File: src/rtl/incr_pkg.sv
// incr_pkg: types, default sizes and pointer helper shared by the
// incr_arbiter slice.
//   slot_state_t : result slot state (EMPTY / FULL)
//   INCR_W       : default operand/result width
//   INCR_REQS    : default number of requesters
//   rr_next      : round-robin pointer advance with wrap at m
package incr_pkg;

  typedef enum logic {
    EMPTY = 1'b0,
    FULL  = 1'b1
  } slot_state_t;

  localparam int INCR_W    = 5;
  localparam int INCR_REQS = 4;

  function automatic int unsigned rr_next(input int unsigned ptr, input int unsigned m);
    return (ptr + 1 >= m) ? 0 : ptr + 1;
  endfunction

endpackage

File: src/rtl/incrementerN.sv
// incrementerN: the shared N-bit +1 datapath.
//   a     : operand
//   y     : a + 1 modulo 2^N
//   carry : carry out of the MSB, i.e. a was all-ones
module incrementerN #(
  parameter int N = 5
) (
  input  logic [N-1:0] a,
  output logic [N-1:0] y,
  output logic         carry
);

  assign {carry, y} = {1'b0, a} + {{N{1'b0}}, 1'b1};

endmodule

File: src/rtl/rr_pick.sv
// rr_pick: combinational round-robin selector.
//   req : per-requester request levels
//   ptr : index where the scan starts (highest priority this cycle)
//   en  : when low no grant is produced
//   gnt : one-hot grant, zero when en is low or nothing requests
//   idx : encoded grant index, zero when there is no grant
module rr_pick #(
  parameter  int M  = 4,
  localparam int IW = $clog2(M)
) (
  input  logic [M-1:0]  req,
  input  logic [IW-1:0] ptr,
  input  logic          en,
  output logic [M-1:0]  gnt,
  output logic [IW-1:0] idx
);

  logic          found;
  logic [IW-1:0] k;

  // Scan upward from ptr, wrapping from M-1 back to 0; first hit wins.
  always_comb begin
    gnt   = '0;
    idx   = '0;
    found = 1'b0;
    k     = '0;
    for (int i = 0; i < M; i++) begin
      if (32'(ptr) + i >= M) k = IW'(32'(ptr) + i - M);
      else                   k = IW'(32'(ptr) + i);
      if (en && !found && req[k]) begin
        gnt[k] = 1'b1;
        idx    = k;
        found  = 1'b1;
      end
    end
  end

endmodule

File: src/rtl/incr_arbiter.sv
// incr_arbiter: shares one incrementerN among M requesters. Each cycle at
// most one pending request is granted round-robin and its operand + 1 is
// captured into a one-deep result slot drained by a valid/ready handshake.
//   clk_in        : clock, rising edge
//   rst_n_in      : asynchronous active-low reset
//   req_in        : per-requester request level, held until granted
//   op_in         : packed operands, requester k at [k*N +: N]
//   gnt_out       : combinational one-hot grant
//   res_out       : registered op + 1 (mod 2^N)
//   res_id_out    : requester index that produced res_out
//   wrap_out      : captured operand was all-ones (res_out is 0)
//   res_valid_out : result slot full
//   res_ready_in  : consumer accepts the result this cycle
//
// Slot FSM
//   state | meaning
//   EMPTY | no result held, res_valid_out = 0
//   FULL  | result held,    res_valid_out = 1
module incr_arbiter
  import incr_pkg::*;
#(
  parameter  int N  = INCR_W,
  parameter  int M  = INCR_REQS,
  localparam int IW = $clog2(M)
) (
  input  logic            clk_in,
  input  logic            rst_n_in,
  input  logic [M-1:0]    req_in,
  input  logic [M*N-1:0]  op_in,
  output logic [M-1:0]    gnt_out,
  output logic [N-1:0]    res_out,
  output logic [IW-1:0]   res_id_out,
  output logic            wrap_out,
  output logic            res_valid_out,
  input  logic            res_ready_in
);

  slot_state_t   state, state_nxt;
  logic [IW-1:0] ptr;
  logic [IW-1:0] idx;
  logic          cap;
  logic [N-1:0]  op_sel;
  logic [N-1:0]  inc;
  logic          carry;

  assign res_valid_out = (state == FULL);

  // Capture whenever something requests and the slot is free or draining.
  assign cap = (|req_in) & (~res_valid_out | res_ready_in);

  // Grant is gated by reset so it reads zero while reset is held.
  rr_pick #(.M(M)) u_pick (
    .req (req_in),
    .ptr (ptr),
    .en  (cap & rst_n_in),
    .gnt (gnt_out),
    .idx (idx)
  );

  always_comb begin
    op_sel = '0;
    for (int k = 0; k < M; k++) begin
      if (idx == IW'(k)) op_sel = op_in[k*N +: N];
    end
  end

  incrementerN #(.N(N)) u_inc (
    .a     (op_sel),
    .y     (inc),
    .carry (carry)
  );

  always_ff @(posedge clk_in or negedge rst_n_in) begin
    if (!rst_n_in) state <= EMPTY;
    else           state <= state_nxt;
  end

  always_comb begin
    state_nxt = state;
    if (cap)                               state_nxt = FULL;
    else if (res_valid_out && res_ready_in) state_nxt = EMPTY;
  end

  always_ff @(posedge clk_in or negedge rst_n_in) begin
    if (!rst_n_in) begin
      ptr        <= '0;
      res_out    <= '0;
      res_id_out <= '0;
      wrap_out   <= 1'b0;
    end else if (cap) begin
      ptr        <= IW'(rr_next(32'(idx), M));
      res_out    <= inc;
      res_id_out <= idx;
      wrap_out   <= carry;
    end
  end

endmodule

File: config.mk
export PLATFORM = sky130hd
export DESIGN_NAME = incr_arbiter
export DESIGN_NICKNAME = d
export VERILOG_FILES = /design/src/rtl/incr_pkg.sv /design/src/rtl/incrementerN.sv /design/src/rtl/rr_pick.sv /design/src/rtl/incr_arbiter.sv
export SDC_FILE = /design/constraint.sdc
export NUM_CORES = 1
export LEC_CHECK = 0
export CORE_MARGIN = 4
export CORE_UTILIZATION = 41
export CTS_CLUSTER_DIAMETER = 200
export DETAILED_ROUTE_END_ITERATION = 12
export GPL_ROUTABILITY_DRIVEN = 0
export HOLD_SLACK_MARGIN = 0.06
export PLACE_DENSITY = 0.77
export SYNTH_ARGS = -nofsm -noshare
export SYNTH_HDL_FRONTEND = slang
export SYNTH_SLANG_ARGS = --single-unit
File: constraint.sdc
create_clock -name clk_in -period 3.25 [get_ports clk_in]
set_input_delay 0.325 -clock clk_in [delete_from_list [all_inputs] [get_ports clk_in]]
set_output_delay 0.325 -clock clk_in [all_outputs]
set_load 0.02 [all_outputs]
==> results of run 1 <==
==> synth_stat cells (2+ instances only) <==
cell / count
sky130_fd_sc_hd__inv_1: 11
sky130_fd_sc_hd__ha_1: 9
sky130_fd_sc_hd__o21ai_0: 7
sky130_fd_sc_hd__nor3_1: 2
sky130_fd_sc_hd__xor2_1: 2
sky130_fd_sc_hd__nor2b_1: 5
sky130_fd_sc_hd__a21o_1: 2
sky130_fd_sc_hd__nand3b_1: 4
sky130_fd_sc_hd__dfrtp_1: 11
sky130_fd_sc_hd__nand2_1: 17
sky130_fd_sc_hd__buf_2: 5
sky130_fd_sc_hd__a22oi_1: 6
sky130_fd_sc_hd__nor2_1: 8
sky130_fd_sc_hd__a221o_1: 6
sky130_fd_sc_hd__mux2i_1: 3
sky130_fd_sc_hd__mux4_2: 4
sky130_fd_sc_hd__and2_1: 3
sky130_fd_sc_hd__a21oi_1: 7
==> area by class of cell <==
class	count	area (um^2)	area share
Clock buffer	4	26.3	0.0136
Multi-Input combinational cell	103	886	0.459
Sequential cell	11	278	0.144
Timing Repair Buffer	73	663	0.343
Tap cell	30	37.5	0.0194
Inverter	11	41.3	0.0214
==> path summary, 6_finish.rpt <==
| path | end | slack (ns) | startpoint | depth (start not counted) |
|---|---|---|---|---|
| max reg2reg | res_out[3] | -0.16 | ptr[1] | 14 |
| min reg2reg | res_out[4] | 0.49 | res_out[4] | 2 |
| max | res_out[3] | -0.16 | ptr[1] | 14 |
| min | wrap_out | 0.38 | rst_n_in | 2 |
| min in group clk_in | res_out[4] | 0.49 | res_out[4] | 2 |
| max in group asynchronous | ptr[0] | 2.69 | rst_n_in | 2 |
==> critical path: cells and delay by family (launching register included) <==
family,cells,cell delay (ns)
AOI/OAI and AO/OA,4,0.93
xor gates and xnor gates,1,0.14
adders and majority gates,2,0.46
buffers and inverters,4,0.57
DFF,1,0.42
muxes,1,0.35
and+or+nand+nor,2,0.42
==> cell families (layout without fill, tap and decap cells) <==
group                    Yosys count  count (layout)  share of synthesized area
XOR/XNOR                           3               3                     0.0231
multiplexers                       7               7                      0.106
AND/OR/NAND/NOR                   45              45                      0.217
flip-flops                        11              11                      0.242
AO/OA/AOI/OAI                     39              39                      0.252
adder cells (fa/ha/maj)            9               9                     0.0990
buffers and inverters             17              88                     0.0616
==> what timing repair did <==
item                                    in CTS  in global routing
hold buffers                                 0                  0
endpoints found under the setup margin       4                  9
resized for setup                           20                  7
hold endpoints to repair                     0                  0
gates cloned                                 0                  0
pin swaps                                    6                  3
buffers inserted                             9                  0
==> sequential cells by signal (all words and copies together), names as in the netlist <==
name           flops
res_valid_out      1
ptr                2
res_id_out         2
wrap_out           1
res_out            5
==> power groups by stage <==
stage          combinational, mW  clock (mW)  sequential, mW
4_1_cts                     1.10       0.101           0.239
3_3_place_gp               0.959           0           0.236
3_5_place_dp               0.997           0           0.237
6_report                    1.15       0.100           0.238
5_1_grt                     1.25       0.106           0.245
2_1_floorplan              0.563           0           0.284
==> metrics by stage <==
stage	util	setup WS [ns]	hold slack, ns	area [um^2]	std cells
5_1_grt	0.752	-0.357	0.402	1930	232
3_5_place_dp	0.682	-0.514	0.475	1750	219
3_3_place_gp	0.682	-0.329	0.466	1750	219
2_1_floorplan	-	-0.00824	0.0294	1160	131
4_1_cts	0.741	-0.128	0.375	1900	232
6_report	0.752	-0.158	0.377	1930	232
==> layer usage <==
layer / wire (um) / global-route usage / up-vias
met5: 0 / 0 / -
met4: 44 / 0.0557 / 0
met2: 1990 / 0.400 / 49
met1: 1490 / 0.250 / 631
met3: 228 / 0.0532 / 6
li1: - / - / 628
==> impl_metrics.env, run 1 <==
export IMPL_grt_antenna_before_repair=0
export IMPL_timing_final_max_slew_violations=0
export IMPL_seqPwrFrac=0.159
export IMPL_first_global_vias=1341
export IMPL_setup_viol=2
export IMPL_internal_power_mw=0.837
export IMPL_initial_utilization=0.443
export IMPL_max_stage_delay_ns=0.42
export IMPL_cp_cell_sequence="inv_2 -> ha_4 -> mux4_2 -> buf_4 -> nor4b_4 -> o32ai_4 -> inv_2 -> ha_4 -> nand3b_1 -> a221o_1 -> a222oi_1 -> buf_4 -> xor2_1 -> o21ai_1"
export IMPL_path_max_fanout=4
export IMPL_post_route_min_period_ns=3.41
export IMPL_power_share_combinational=0.773
export IMPL_die_w_um=60.7
export IMPL_fin_nets=239
export IMPL_fp_row_count=18
export IMPL_worst_setup_path_end_kind="register"
export IMPL_final_cell_mix="sky130_fd_sc_hd__buf_4, sky130_fd_sc_hd__clkdlybuf4s50_1, sky130_fd_sc_hd__nand2_1, sky130_fd_sc_hd__dfrtp_1, sky130_fd_sc_hd__inv_1"
export IMPL_post_synth_top_area_fraction=0.242
export IMPL_netlist_instances=131
export IMPL_post_route_drc_count=0
export IMPL_path_clk_slew_ns=0.08
export IMPL_totalWireLength_mm=3.75
export IMPL_setup_tns_final_ns=-0.250
export IMPL_floorplan_core_area_um2=2570
export IMPL_ys_warnings_count=0
export IMPL_headroom_to_the_max_slew_limit=0.744
export IMPL_htree_num_levels=1
export IMPL_mappedNetlistArea_um2=1140
export IMPL_vias=1314
export IMPL_critPathSlowestCell="sky130_fd_sc_hd__dfrtp_2"
export IMPL_clock_skew_ns=0.00700
export IMPL_synthDominantAreaCellType="sky130_fd_sc_hd__dfrtp_1"
export IMPL_synth_yosys_seq_area_share=0.242
export IMPL_postRouteAntennaNets=0
export IMPL_timing_final_hold_violations=0
export IMPL_fmax_ghz=0.293
export IMPL_grt_total_usage=0.217
export IMPL_p_switching_mw=0.654
export IMPL_synth_net_count=167
export IMPL_synth_area_per_cell_um2=8.68
export IMPL_postSynth_asyncResetShare=1.00
export IMPL_clk_path_buf_depth=2
export IMPL_cts_sink_count=11
export IMPL_fp_dieArea_um2=3680
export IMPL_startpoint_type="register"
export IMPL_n_antenna_cell=0
export IMPL_synth_top_cells_by_area="sky130_fd_sc_hd__dfrtp_1, sky130_fd_sc_hd__ha_1, sky130_fd_sc_hd__mux4_2"
export IMPL_post_route_cells_drive_above_1_share=0.297
export IMPL_critical_path_arrival_ns=3.56
export IMPL_maxCapViolCount=0
export IMPL_num_fill_cells=191
export IMPL_criticalPathCategory="reg -> reg"
export IMPL_syn_to_final_growth_pct=69.9
export IMPL_maximum_number_of_pins_on_one_net_before_global_route_repair=15
export IMPL_drt_iter0_drc=93
export IMPL_netSwitchingFraction=0.439
export IMPL_timing_hold_worst_class="in -> async"
export IMPL_worst_ir_drop_vdd_v=0.000662
export IMPL_clockRootBuffer="sky130_fd_sc_hd__clkbuf_4"
export IMPL_tritoncts_num_buffers=3
export IMPL_part_of_the_power_in_the_clock_network=0.067
export IMPL_finalCritPeriodShare=1.05
export IMPL_power_total_mw=1.49
export IMPL_setup_repair_after_global_routing_missed_its_margin="yes"
export IMPL_grt_first_pass_wirelength_mm=5.98
export IMPL_worst_skew_pair_late_latency_ns=0.28
export IMPL_yosys_most_used_dff="sky130_fd_sc_hd__dfrtp_1"
export IMPL_most_frequent_standard_cell_in_the_layout_excluding_fill_and_tap_cells="sky130_fd_sc_hd__buf_4"
export IMPL_static_leakage_power_nw=0.911
export IMPL_first_pass_iters=5
export IMPL_tritoncts="yes"
export IMPL_final_critical_path_setup_slack_ns=-0.158
export IMPL_pwr_density_cell_nw_per_um2=772
export IMPL_yosysUniqueCellTypes=37
export IMPL_run_status="finished with violations"
export IMPL_port_buffers=39
export IMPL_ys_ff_latch=11
export IMPL_cp_data_required_time_ns=3.41
export IMPL_global_route_overflow_total=0
export IMPL_worstMarginPinSlew_ns=0.383
export IMPL_detail_route_wl_per_cell_um=16.2
export IMPL_synth_enable_flop_cells=0
export IMPL_i_o_pin_count=40
export IMPL_route_detailed_vias_per_inst=5.66
export IMPL_violations_in_the_final_reports="negative setup slack"
export IMPL_chipHeight_um=60.7
export IMPL_dp_final_hpwl_mm=2.77
Power figures use the tool's default switching activity.
==> inputs of run 2 (changes only) <==
- SLEW_MARGIN: not set -> 10
==> results of run 2 <==
Final layout, timing and power as in run 1 (identical DEF).
==> inputs of run 3 (changes only) <==
- CORE_MARGIN: 4 -> not set
- TNS_END_PERCENT: not set -> 20
==> run 3 against run 2 <==
The flow still finishes with violations (negative setup slack). Combinational power is 3% higher. Register-to-register slack hardly changed. Worst hold slack better by 0.024 ns. Final area is 0.19% higher. Worst setup slack better by 0.013 ns. Sequential cell count stayed put. Critical path depth is 2 lower. Global-route usage is 4.0 points higher. Clock power hardly changed. Clock-buffer cell count stayed put. Power is 2.0% higher. Clock skew is 0.0052 ns lower. Largest power group unchanged. Highest routed layer unchanged.
==> impl_metrics.env, run 3 (synthesized netlist as in run 1, its figures left out) <==
export IMPL_worst_skew_pair_late_latency_ns=0.27
export IMPL_finish_instance_area_um2=1940
export IMPL_grt_total_usage=0.258
export IMPL_worst_ir_drop_vdd_v=0.000669
export IMPL_part_of_the_power_in_the_clock_network=0.064
export IMPL_cp_data_required_time_ns=3.41
export IMPL_placed_area_um2=1740
export IMPL_setup_viol=4
export IMPL_pwr_density_cell_nw_per_um2=786
export IMPL_r2r_setup_slack_ns=-0.15
export IMPL_fmax_ghz=0.295
export IMPL_headroom_to_the_max_slew_limit=0.723
export IMPL_startpoint_type="register"
export IMPL_postRouteAntennaNets=0
export IMPL_post_route_min_period_ns=3.40
export IMPL_first_pass_iters=7
export IMPL_final_cell_mix="sky130_fd_sc_hd__buf_4, sky130_fd_sc_hd__clkdlybuf4s50_1, sky130_fd_sc_hd__nand2_1, sky130_fd_sc_hd__dfrtp_1, sky130_fd_sc_hd__inv_1"
export IMPL_setup_tns_final_ns=-0.359
export IMPL_fin_nets=244
export IMPL_finalCritPeriodShare=1.04
export IMPL_num_fill_cells=167
export IMPL_cts_sink_count=11
export IMPL_most_frequent_standard_cell_in_the_layout_excluding_fill_and_tap_cells="sky130_fd_sc_hd__buf_4"
export IMPL_clockRootBuffer="sky130_fd_sc_hd__clkbuf_4"
export IMPL_violations_in_the_final_reports="negative setup slack"
export IMPL_drt_iter0_drc=82
export IMPL_maximum_number_of_pins_on_one_net_before_global_route_repair=15
export IMPL_maxCapViolCount=0
export IMPL_dp_final_hpwl_mm=2.63
export IMPL_run_status="finished with violations"
export IMPL_syn_to_final_growth_pct=70.2
export IMPL_worst_setup_path_end_kind="register"
export IMPL_final_core_utilization=0.761
export IMPL_htree_num_levels=1
export IMPL_criticalPathCategory="reg -> reg"
export IMPL_internal_power_mw=0.857
export IMPL_static_leakage_power_nw=0.856
export IMPL_detail_route_wl_per_cell_um=16.4
export IMPL_setup_repair_after_global_routing_missed_its_margin="yes"
export IMPL_grt_first_pass_wirelength_mm=5.45
export IMPL_global_route_overflow_total=0
export IMPL_floorplan_core_area_um2=2540
export IMPL_layout_top_registers="res_out x5, ptr x2, res_id_out x2"
export IMPL_clock_skew_ns=0.00182
export IMPL_timing_final_max_slew_violations=0
export IMPL_fp_dieArea_um2=2990
export IMPL_registers_top_by_ff_count="res_out"
export IMPL_p_switching_mw=0.664
export IMPL_path_clk_slew_ns=0.07
export IMPL_largest_register_ff_count=5
export IMPL_i_o_pin_count=40
export IMPL_seqPwrFrac=0.153
export IMPL_timing_hold_worst_class="in -> async"
export IMPL_port_buffers=39
export IMPL_first_global_vias=1289
export IMPL_totalWireLength_mm=3.88
export IMPL_tritoncts="yes"
export IMPL_chipHeight_um=54.7
export IMPL_crit_start="ptr[1]"
export IMPL_worstMarginPinSlew_ns=0.416
export IMPL_tritoncts_num_buffers=3
export IMPL_vias=1400
export IMPL_fp_row_count=18
export IMPL_power_share_combinational=0.783
export IMPL_post_route_cells_drive_above_1_share=0.300
export IMPL_netSwitchingFraction=0.436
export IMPL_grt_antenna_before_repair=0
export IMPL_cts_hold_buffers_added=0
export IMPL_final_critical_path_setup_slack_ns=-0.145
export IMPL_critical_path_arrival_ns=3.56
export IMPL_n_antenna_cell=0
export IMPL_path_max_fanout=4
export IMPL_r2r_start="ptr[1]"
export IMPL_timing_final_hold_violations=0
export IMPL_initial_utilization=0.447
export IMPL_post_route_drc_count=0
export IMPL_route_detailed_vias_per_inst=5.91
export IMPL_clk_path_buf_depth=2
export IMPL_die_w_um=54.7
[run 3: metal layers]
metal	vias to the layer above	wire, um	GRT usage
met5	-	0	0
met4	0	97	0.0983
met3	16	260	0.0556
li1	645	-	-
met1	662	1500	0.284
met2	77	2020	0.472
[run 3: repair_timing]
action | CTS | global route
pin swaps | 6 | 9
setup buffers | 7 | 8
setup endpoints to repair | 4 | 9
gates resized for setup | 13 | 7
[run 3: final cells by class]
class	instances	area, um^2	share of cell area
clock buffer	4	26.3	0.0136
inverter	11	41.3	0.0213
tap	30	37.5	0.0194
timing repair buffer	78	686	0.354
multi-input combinational	103	868	0.449
sequential	11	277	0.143
[run 3: through the flow]
| step | hold WS [ns] | worst slack (ns) | total power, mW | std cells |
|---|---|---|---|---|
| after floorplan | 0.0294 | -0.00824 | 0.847 | 131 |
| after global placement | 0.462 | -0.305 | 1.19 | 219 |
| after detailed placement | 0.477 | -0.549 | 1.22 | 219 |
| after CTS | 0.402 | -0.0651 | 1.38 | 230 |
| after global routing | 0.419 | -0.265 | 1.62 | 237 |
| final | 0.401 | -0.145 | 1.52 | 237 |
[run 3: worst max-delay path: stages (launching register included)]
cell and delay (ns):
sky130_fd_sc_hd__dfrtp_1 0.40, sky130_fd_sc_hd__mux4_2 0.58, sky130_fd_sc_hd__nor4_4 0.23, sky130_fd_sc_hd__buf_4 0.19, sky130_fd_sc_hd__nor4b_4 0.25, sky130_fd_sc_hd__o32ai_4 0.15, sky130_fd_sc_hd__inv_2 0.11, sky130_fd_sc_hd__ha_2 0.21
sky130_fd_sc_hd__nand3b_1 0.11, sky130_fd_sc_hd__a221o_1 0.32, sky130_fd_sc_hd__a222oi_1 0.45, sky130_fd_sc_hd__xor2_1 0.19, sky130_fd_sc_hd__o21ai_1 0.08
[run 3: worst paths after layout]
kind / endpoint / depth (start not counted)
worst max-delay path: res_out[3] / 12
worst min-delay path: res_out[1] / 2
max in group asynchronous: ptr[0] / 2
worst min register to register: res_out[2] / 2
worst max register to register: res_out[3] / 12
min in group clk_in: res_out[2] / 2
[run 3: power groups by stage]
| stage | sequential, mW | combinational (mW) | clock, mW |
|---|---|---|---|
| 2_1_floorplan | 0.284 | 0.563 | 0 |
| 3_3_place_gp | 0.237 | 0.951 | 0 |
| 3_5_place_dp | 0.237 | 0.987 | 0 |
| 4_1_cts | 0.234 | 1.04 | 0.0993 |
| 5_1_grt | 0.245 | 1.27 | 0.108 |
| 6_report | 0.233 | 1.19 | 0.0972 |
